## config.mk

```make
export PLATFORM = sky130hd
export DESIGN_NAME = act_nz_reader
export DESIGN_NICKNAME = d
export VERILOG_FILES = /design/src/rtl/act_nz_reader.sv
export SDC_FILE = /design/constraint.sdc
export NUM_CORES = 1
export LEC_CHECK = 0
export ABC_AREA = 0
export BUFFER_PORTS_ARGS = -buffer_cell sky130_fd_sc_hd__clkbuf_2
export CAP_MARGIN = 0
export CORE_MARGIN = 1.5
export CORE_UTILIZATION = 50
export CTS_CLUSTER_DIAMETER = 30
export CTS_CLUSTER_SIZE = 20
export DETAILED_ROUTE_END_ITERATION = 6
export GPL_TIMING_DRIVEN = 1
export HOLD_SLACK_MARGIN = 0.15
export PLACE_DENSITY = 0.72
export SLEW_MARGIN = 0
export SYNTH_ARGS = -nofsm -noshare
export SYNTH_HDL_FRONTEND = slang
export SYNTH_SLANG_ARGS = --single-unit
export TNS_END_PERCENT = 1
```

## constraint.sdc

```tcl
create_clock -name clk_i -period 4.5 [get_ports clk_i]
set_input_delay 0.45 -clock clk_i [delete_from_list [all_inputs] [get_ports clk_i]]
set_output_delay 0.45 -clock clk_i [all_outputs]
set_load 0.02 [all_outputs]
```

## src/rtl/act_nz_reader.sv

```systemverilog
// Sparse activation scanner: reads only the nonzero entries of a PE activation register file
// and streams {addr, data} pairs downstream over valid/ready, lowest address first.
module act_nz_reader #(
    parameter int unsigned DATA_WIDTH = 16,
    parameter int unsigned ACT_NO     = 16,
    parameter int unsigned ADDR_WIDTH = 4
) (
    input  logic                  clk_i,
    input  logic                  rst_ni,
    input  logic                  start_i,
    input  logic                  clear_i,
    input  logic [ACT_NO-1:0]     zeros_i,
    output logic                  act_read_en_o,
    output logic [ADDR_WIDTH-1:0] act_read_addr_o,
    input  logic [DATA_WIDTH-1:0] act_read_data_i,
    output logic                  out_valid_o,
    input  logic                  out_ready_i,
    output logic [ADDR_WIDTH-1:0] out_addr_o,
    output logic [DATA_WIDTH-1:0] out_data_o,
    output logic [ADDR_WIDTH:0]   nnz_o,
    output logic                  busy_o,
    output logic                  done_o
);

    typedef enum logic [1:0] {StIdle, StScan, StDone} state_e;

    state_e                state_q, state_d;
    logic [ACT_NO-1:0]     mask_q, mask_d;
    logic [ADDR_WIDTH:0]   nnz_q, nnz_d;
    logic                  inflight_q, inflight_d;
    logic [ADDR_WIDTH-1:0] rd_addr_q, rd_addr_d;

    logic [ADDR_WIDTH-1:0] buf_addr_q [2];
    logic [DATA_WIDTH-1:0] buf_data_q [2];
    logic                  rd_ptr_q, wr_ptr_q;
    logic [1:0]            count_q;

    logic [ADDR_WIDTH-1:0] cand;
    logic [ADDR_WIDTH:0]   popcnt;
    logic                  fifo_nz;
    logic                  xfer;
    logic [2:0]            occ;
    logic                  issue;
    logic                  push;
    logic                  pop;

    // Lowest set bit of the pending mask.
    always_comb begin
        cand = '0;
        for (int i = int'(ACT_NO) - 1; i >= 0; i--) begin
            if (mask_q[i]) begin
                cand = ADDR_WIDTH'(i);
            end
        end
    end

    always_comb begin
        popcnt = '0;
        for (int i = 0; i < int'(ACT_NO); i++) begin
            popcnt = popcnt + (ADDR_WIDTH + 1)'(~zeros_i[i]);
        end
    end

    // The in-flight read acts as the tail entry of the queue; its data is forwarded live
    // from the register file on the cycle it returns, then parked in the FIFO if not taken.
    always_comb begin
        fifo_nz     = (count_q != 2'd0);
        out_valid_o = fifo_nz | inflight_q;
        xfer        = out_valid_o & out_ready_i;
        occ         = 3'(count_q) + 3'(inflight_q) - 3'(xfer);
        issue       = (state_q == StScan) && (mask_q != '0) && (occ < 3'd2) && !clear_i;
        push        = inflight_q & ~(~fifo_nz & xfer);
        pop         = xfer & fifo_nz;

        act_read_en_o   = issue;
        act_read_addr_o = issue ? cand : rd_addr_q;

        if (fifo_nz) begin
            out_addr_o = buf_addr_q[rd_ptr_q];
            out_data_o = buf_data_q[rd_ptr_q];
        end else if (inflight_q) begin
            out_addr_o = rd_addr_q;
            out_data_o = act_read_data_i;
        end else begin
            out_addr_o = '0;
            out_data_o = '0;
        end

        busy_o = (state_q != StIdle);
        done_o = (state_q == StDone);
        nnz_o  = nnz_q;
    end

    always_comb begin
        state_d    = state_q;
        mask_d     = mask_q;
        nnz_d      = nnz_q;
        inflight_d = issue;
        rd_addr_d  = act_read_addr_o;

        if (issue) begin
            mask_d = mask_q & (mask_q - ACT_NO'(1));
        end

        unique case (state_q)
            StIdle: begin
                if (start_i) begin
                    mask_d  = ~zeros_i;
                    nnz_d   = popcnt;
                    state_d = (~zeros_i != '0) ? StScan : StDone;
                end
            end
            StScan: begin
                // Leave on the cycle the final entry is handed off.
                if ((mask_q == '0) && (occ == 3'd0)) begin
                    state_d = StDone;
                end
            end
            StDone: begin
                state_d = StIdle;
            end
            default: begin
                state_d = StIdle;
            end
        endcase

        if (clear_i) begin
            state_d    = StIdle;
            mask_d     = '0;
            inflight_d = 1'b0;
        end
    end

    always_ff @(posedge clk_i or negedge rst_ni) begin
        if (!rst_ni) begin
            state_q    <= StIdle;
            mask_q     <= '0;
            nnz_q      <= '0;
            inflight_q <= 1'b0;
            rd_addr_q  <= '0;
        end else begin
            state_q    <= state_d;
            mask_q     <= mask_d;
            nnz_q      <= nnz_d;
            inflight_q <= inflight_d;
            rd_addr_q  <= rd_addr_d;
        end
    end

    always_ff @(posedge clk_i or negedge rst_ni) begin
        if (!rst_ni) begin
            for (int i = 0; i < 2; i++) begin
                buf_addr_q[i] <= '0;
                buf_data_q[i] <= '0;
            end
            rd_ptr_q <= 1'b0;
            wr_ptr_q <= 1'b0;
            count_q  <= 2'd0;
        end else if (clear_i) begin
            rd_ptr_q <= 1'b0;
            wr_ptr_q <= 1'b0;
            count_q  <= 2'd0;
        end else begin
            if (push) begin
                buf_addr_q[wr_ptr_q] <= rd_addr_q;
                buf_data_q[wr_ptr_q] <= act_read_data_i;
                wr_ptr_q             <= ~wr_ptr_q;
            end
            if (pop) begin
                rd_ptr_q <= ~rd_ptr_q;
            end
            count_q <= count_q + {1'b0, push} - {1'b0, pop};
        end
    end

endmodule
```

After elaboration in Yosys (flattened, before gate mapping)

Index checks and enable logic that the tools add are counted.

Output and inout bits: 33
Memory bits (read-only): 0
Memories: 0
Word-level logic and storage cells: 136
Flip-flop bits (word level): 72
Bits in writable memories: 0
Bits in latches: 0

Divide/modulo/power cells: 0
Order comparisons: 4
Equality and inequality tests: 4
Bitwise logic cells: 30
$mul: 0
Add/sub/neg operators: 20
Reduce and logical (&&, ||, !) cells: 18
Shifts and indexed selects: 0
Muxes and demuxes: 48

Operators with widths:

| cell                                                      | count |
|---|---|
| 2-to-1 mux 16 bit                                         | 10 |
| 2-to-1 mux 4 bit                                          | 23 |
| inverter 1 -> 5 bit                                       | 16 |
| adder 5 bit                                               | 15 |
| bitwise mux 32 bit                                        | 1 |
| nonzero test 16 bit                                       | 2 |
| AND 16 bit                                                | 1 |
| demux 16 bit (select 1 bit)                               | 1 |
| zero test 16 bit                                          | 1 |
| inverter 16 bit                                           | 1 |
| subtractor 16 x 1 -> 16 bit (second input constant)       | 1 |
| 2-to-1 mux 2 bit                                          | 5 |
| bitwise mux 8 bit                                         | 1 |
| nonzero test 2 bit                                        | 4 |
| AND reduction 2 bit                                       | 3 |
| logical AND 1 bit                                         | 5 |
| 2-to-1 mux 1 bit                                          | 5 |
| inverter 1 bit                                            | 5 |
| AND 1 bit                                                 | 4 |
| demux 4 bit (select 1 bit)                                | 1 |
| greater-or-equal comparator 2 bit (second input constant) | 2 |
| inverter 1 -> 2 bit                                       | 2 |
| one-hot mux 2 bit (2 select lines)                        | 1 |
| adder 2 x 1 -> 3 bit                                      | 1 |
| 13 further kinds                                          | 13 |

Logic depth before layout (Yosys ltp)

Word-level depth: 17
Gate-level depth with buffers: 14

Worst setup path after synthesis

Ideal clock, no wire load.

Path type: register to output
From: register inflight_q
To: output port act_read_addr_o[1]
Path slack: 0.573 ns
Arrival: 3.477 ns
Stages on the path, launching flop included: 14
Buffers on the path: 2
Required time: 4.050 ns
Cells stage by stage: dfrtp_1 or3_1 and2_1 ha_1 inv_1 ha_1 inv_1 fa_1 xnor2_1 and4_1 buf_4 o21ai_2 buf_4 o41ai_1

Cells in the longest elaborated chain, start to end: 7

RTL lines:

| element                             | RTL line | text |
|---|---|---|
| start: declaration                  | 30       | `logic inflight_q, inflight_d;` |
| start signal: assignment            | 145      | `inflight_q <= inflight_d;` |
| bitwise OR 1 bit                    | 68       | `out_valid_o = fifo_nz \| inflight_q;` |
| named net out_valid_o               | 16       | `output logic out_valid_o,` |
| AND 1 bit                           | 69       | `xfer = out_valid_o & out_ready_i;` |
| subtractor 3 x 1 -> 3 bit           | 70       | `occ = 3'(count_q) + 3'(inflight_q) - 3'(xfer);` |
| less-than comparator 3 x 2 -> 1 bit | 71       | `issue = (state_q == StScan) && (mask_q != '0) && (occ < 3'd2) && !clear_i;` |
| logical AND 1 bit (2 in series)     | 71       |  |
| 2-to-1 mux 4 bit                    | 76       | `act_read_addr_o = issue ? cand : rd_addr_q;` |
| end: declaration                    | 14       | `output logic [ADDR_WIDTH-1:0] act_read_addr_o,` |

The timed path passes the listed nets, and every way through them passes these cells.

Worst setup path in the final report

From: register count_q[1]
To: output port act_read_addr_o[1]

Cells in the longest elaborated chain, start to end: 8

RTL lines:

| element                                 | RTL line | text |
|---|---|---|
| start: declaration                      | 36       | `logic [1:0] count_q;` |
| start signal: assignment                | 172      | `count_q <= count_q + {1'b0, push} - {1'b0, pop};` |
| nonzero test 2 bit                      | 67       | `fifo_nz = (count_q != 2'd0);` |
| bitwise OR 1 bit                        | 68       |  |
| AND 1 bit                               | 69       |  |
| subtractor 3 x 1 -> 3 bit (*)           | 70       |  |
| less-than comparator 3 x 2 -> 1 bit (*) | 71       |  |
| logical AND 1 bit (*) (2 in series)     | 71       |  |
| 2-to-1 mux 4 bit (*)                    | 76       |  |

Mark *: on every way between the ends. The rest lies on a longest branch, timed or not.

==> summary.md <==
### Timing
- 0 ps — post-route setup TNS
- 4101 ps — crit path time final
- no — setup repair after global routing missed its margin
- 0 — Final Hold Violating Endpoints
- 1078 ps — transition time at the pin with the least slew margin
- 91.13% — ratio of final minimum period to clock period
- 0 — setup violation total in the final timing report
- 0.2439 GHz — Max Freq
- 0 — number of pins exceeding their max-slew limit in the final report
- 11.65 ps — setup skew after layout
- 28.09% — Slew Limit Headroom

### Yosys
- 44.35% — fraction of synthesized cell area taken by the top area cell type
- 72 — synthesis-stage register bit count
- 442 — nets in the synthesized netlist
- dfrtp_1, mux2_2, fa_1 — cell types with the largest area share after synthesis
- 4063 sq um — cell area after synthesis
- dfrtp_1, mux2_2, inv_1 — top cell types by occurrence after synthesis
- dfrtp_1 — cell type with the largest total area after synthesis
- 44.35% — portion of the post-synthesis area used by sequential elements
- 10.58 sq um — Avg Cell Area, Syn
- 0 — EDFF count, synth
- 48 — Yosys cell types
- 100.0% — fraction of registers with async set/reset
- dfrtp_1 — Primary FF master, synth
- 384 — number of cells produced by synthesis
- 0 — count of warnings emitted by yosys
- dfrtp_1 — most common cell in the synthesized netlist

### Final layout
- 15.74% — signed area change from the synthesized netlist to the final layout
- 4702 sq um — post-route cell area
- 60.22% — share of the core filled with cells in the final layout
- 505 — number of nets in the finished design
- 0 — antenna diode count
- 554 — filler-free cell count of the finished design
- 30.31% — fraction of final layout cells sized beyond drive strength 1

### Route
- 0 — detailed-route DRC error count
- 0 — post-route antenna net violation count
- 8412 microns — total wire length after detailed routing
- 4 — number of search-and-repair iterations in the first detailed-routing pass
- 5.558 — routed via count divided by cell count
- 3079 — total number of vias
- 15.18 microns — per-cell routed wire length
- 121 — Starting DRT DRC Count

### Clocking
- 350 ps — clock latency of the later-clocked register in the worst-skew pair
- 0 — Resized cells post-CTS
- built — clock tree from TritonCTS
- 72 — number of sinks handled by clock tree synthesis
- 9 — Inserted Clock Buffers
- 0 — hold buffers post-CTS
- 80 ps — clock transition time at the flip-flop clock pins of the worst setup and hold paths
- 0 — number of buffers inserted to repair setup after CTS
- clkbuf_8 — cell chosen for the clock root
- 3 — H-tree depth reported by CTS
- 2 — number of buffers on the longest clock path

### Setup path
- dfrtp_1 — worst-path cell with the longest stage delay
- 4050 ps — required time reported for the critical path endpoint
- reg -> out — Worst Setup Path Type
- or3_1 -> and2_1 -> ha_1 -> inv_1 -> ha_1 -> inv_1 -> fa_1 -> xnor2_1 -> and4_1 -> o21ai_2 -> o41ai_1 -> clkbuf_2 — cells along the critical path
- register — startpoint type of the worst setup path
- 11 — CP max FO
- 3650 ps — Critical Path AT
- output pin — endpoint kind of the worst setup timing path
- simple AND/OR/NAND/NOR gates — delay-heaviest family, CP
- 460 ps — maximum cell stage delay along the critical path
- 3 — worst path buffer plus inverter count

### Pwr
- 243.1 uV — Max rail drop VDD
- 2.260 nW — leakage power of the design
- 517.9 nW/um^2 — power per unit of standard cell area
- 0.002435 W — total power draw

### Floorplanning
- 8675 sq um — area of the die
- 93.14 microns — height of the die
- 70 — total I/O pin count
- 7807 sq um — Core Area
- 32 — Site Rows
- 52.04% — starting density of the core
- 93.14 microns — Horiz. Die Dim

### Global routing
- 21.20% — Global Route Usage Sum
- 14480 microns — first-pass GRT wire length
- 43 — pin count of the biggest net entering global routing
- 3089 — number of global-route vias before repair
- 0 — sum of overflow across all layers after global routing
- 0 — initial antenna violation count

### Placement
- 4488 sq um — instance area after placement
- 0.8179 — RD Place Congestion
- 6037 microns — HPWL reported at the end of detailed placement
- 69 — port bufs
- 538 — Cells after DPL

### Min path
- in -> async — class of the most critical hold timing path

### Job
- 0 — number of maximum-capacitance constraint violations

### Status
- finished clean — run status

metrics by stage:
stage | worst slack, ps | hold slack (ps)
finish | 399.3 | 199.8
global route | 118.8 | 254.0
CTS | 344.2 | 216.7
detailed placement | 691.6 | 474.2
global placement | 738.0 | 466.7
floorplan | 572.8 | 154.4
worst register-to-register path, cell delays in order (launching register included):
cell	delay (ps)
dfrtp_1	460
or3_1	360
and2_1	170
ha_1	260
inv_1	60
ha_1	130
inv_1	50
fa_1	370
xnor2_1	190
and4_1	400
o21ai_2	200
nor4_1	420
a2111oi_2	100
flip-flops by register name, indices dropped and copies added, names as in the netlist:
register / flops
nnz_o: 5
rd_ptr_q: 1
mask_q: 16
rd_addr_q: 4
state_q: 2
buf_data_q: 32
buf_addr_q: 8
inflight_q: 1
wr_ptr_q: 1
count_q: 2
logic make-up (layout without fill, tap and decap cells):
| group | count (synthesis) | in the layout | share of synthesized area (%) |
|---|---|---|---|
| and+or+nand+nor | 106 | 106 | 14.17 |
| DFF | 72 | 72 | 44.35 |
| AOI/OAI and AO/OA | 67 | 67 | 10.35 |
| muxes | 60 | 60 | 16.01 |
| buffers and inverters | 51 | 119 | 5.112 |
| adders and majority gates | 21 | 21 | 8.500 |
| xor gates and xnor gates | 7 | 7 | 1.509 |
report_power, final:
group | switching, W | internal (W) | leakage, nW
combinational | 0.000557 | 0.000403 | 1.19
sequential | 0.000122 | 0.000813 | 0.957
clock | 0.000261 | 0.000280 | 0.109
total | 0.000940 | 0.00150 | 2.26
worst paths after layout:
kind	from	end	slack (ps)	cells past startpoint
min in group clk_i	zeros_i[3]	mask_q[3]	340	2
setup / recovery	count_q[1]	act_read_addr_o[1]	400	12
setup reg to reg	count_q[1]	mask_q[3]	1190	12
hold / removal	rst_ni	buf_data_q[1]	200	1
max in group asynchronous	rst_ni	rd_addr_q[1]	3340	2
hold reg to reg	nnz_o[0]	nnz_o[0]	490	2
area by class of cell:
class / count / area, sq um
tap: 102 / 127.6
multi-input combinational: 261 / 2067
timing repair buffer: 74 / 382.9
clock inverter: 6 / 76.32
fill: 684 / 3105
clock buffer: 10 / 137.6
inverter: 29 / 108.9
sequential: 72 / 1802
per-layer routing:
| metal | wire length [microns] | share of wire, % | vias up | GRT usage (%) |
|---|---|---|---|---|
| met3 | 293 | 3.5 | 9 | 4.472 |
| met1 | 3738 | 44 | 1523 | 26.95 |
| met5 | 0 | 0 | - | 0 |
| met4 | 62 | 0.74 | 0 | 4.419 |
| met2 | 4318 | 51 | 72 | 37.23 |
| li1 | - | - | 1475 | - |
cells in the final DEF (no fill, tap or decap), types with 11 or more instances in the layout:
| cell | n |
|---|---|
| nand2_1 | 25 |
| inv_1 | 29 |
| a21oi_1 | 13 |
| nand3_1 | 25 |
| o21ai_0 | 17 |
| mux2_2 | 33 |
| fa_1 | 11 |
| clkbuf_2 | 68 |
| nor2_1 | 20 |
| dfrtp_1 | 72 |
| mux2i_1 | 20 |
No activity file was read; power rests on OpenSTA's default activity.
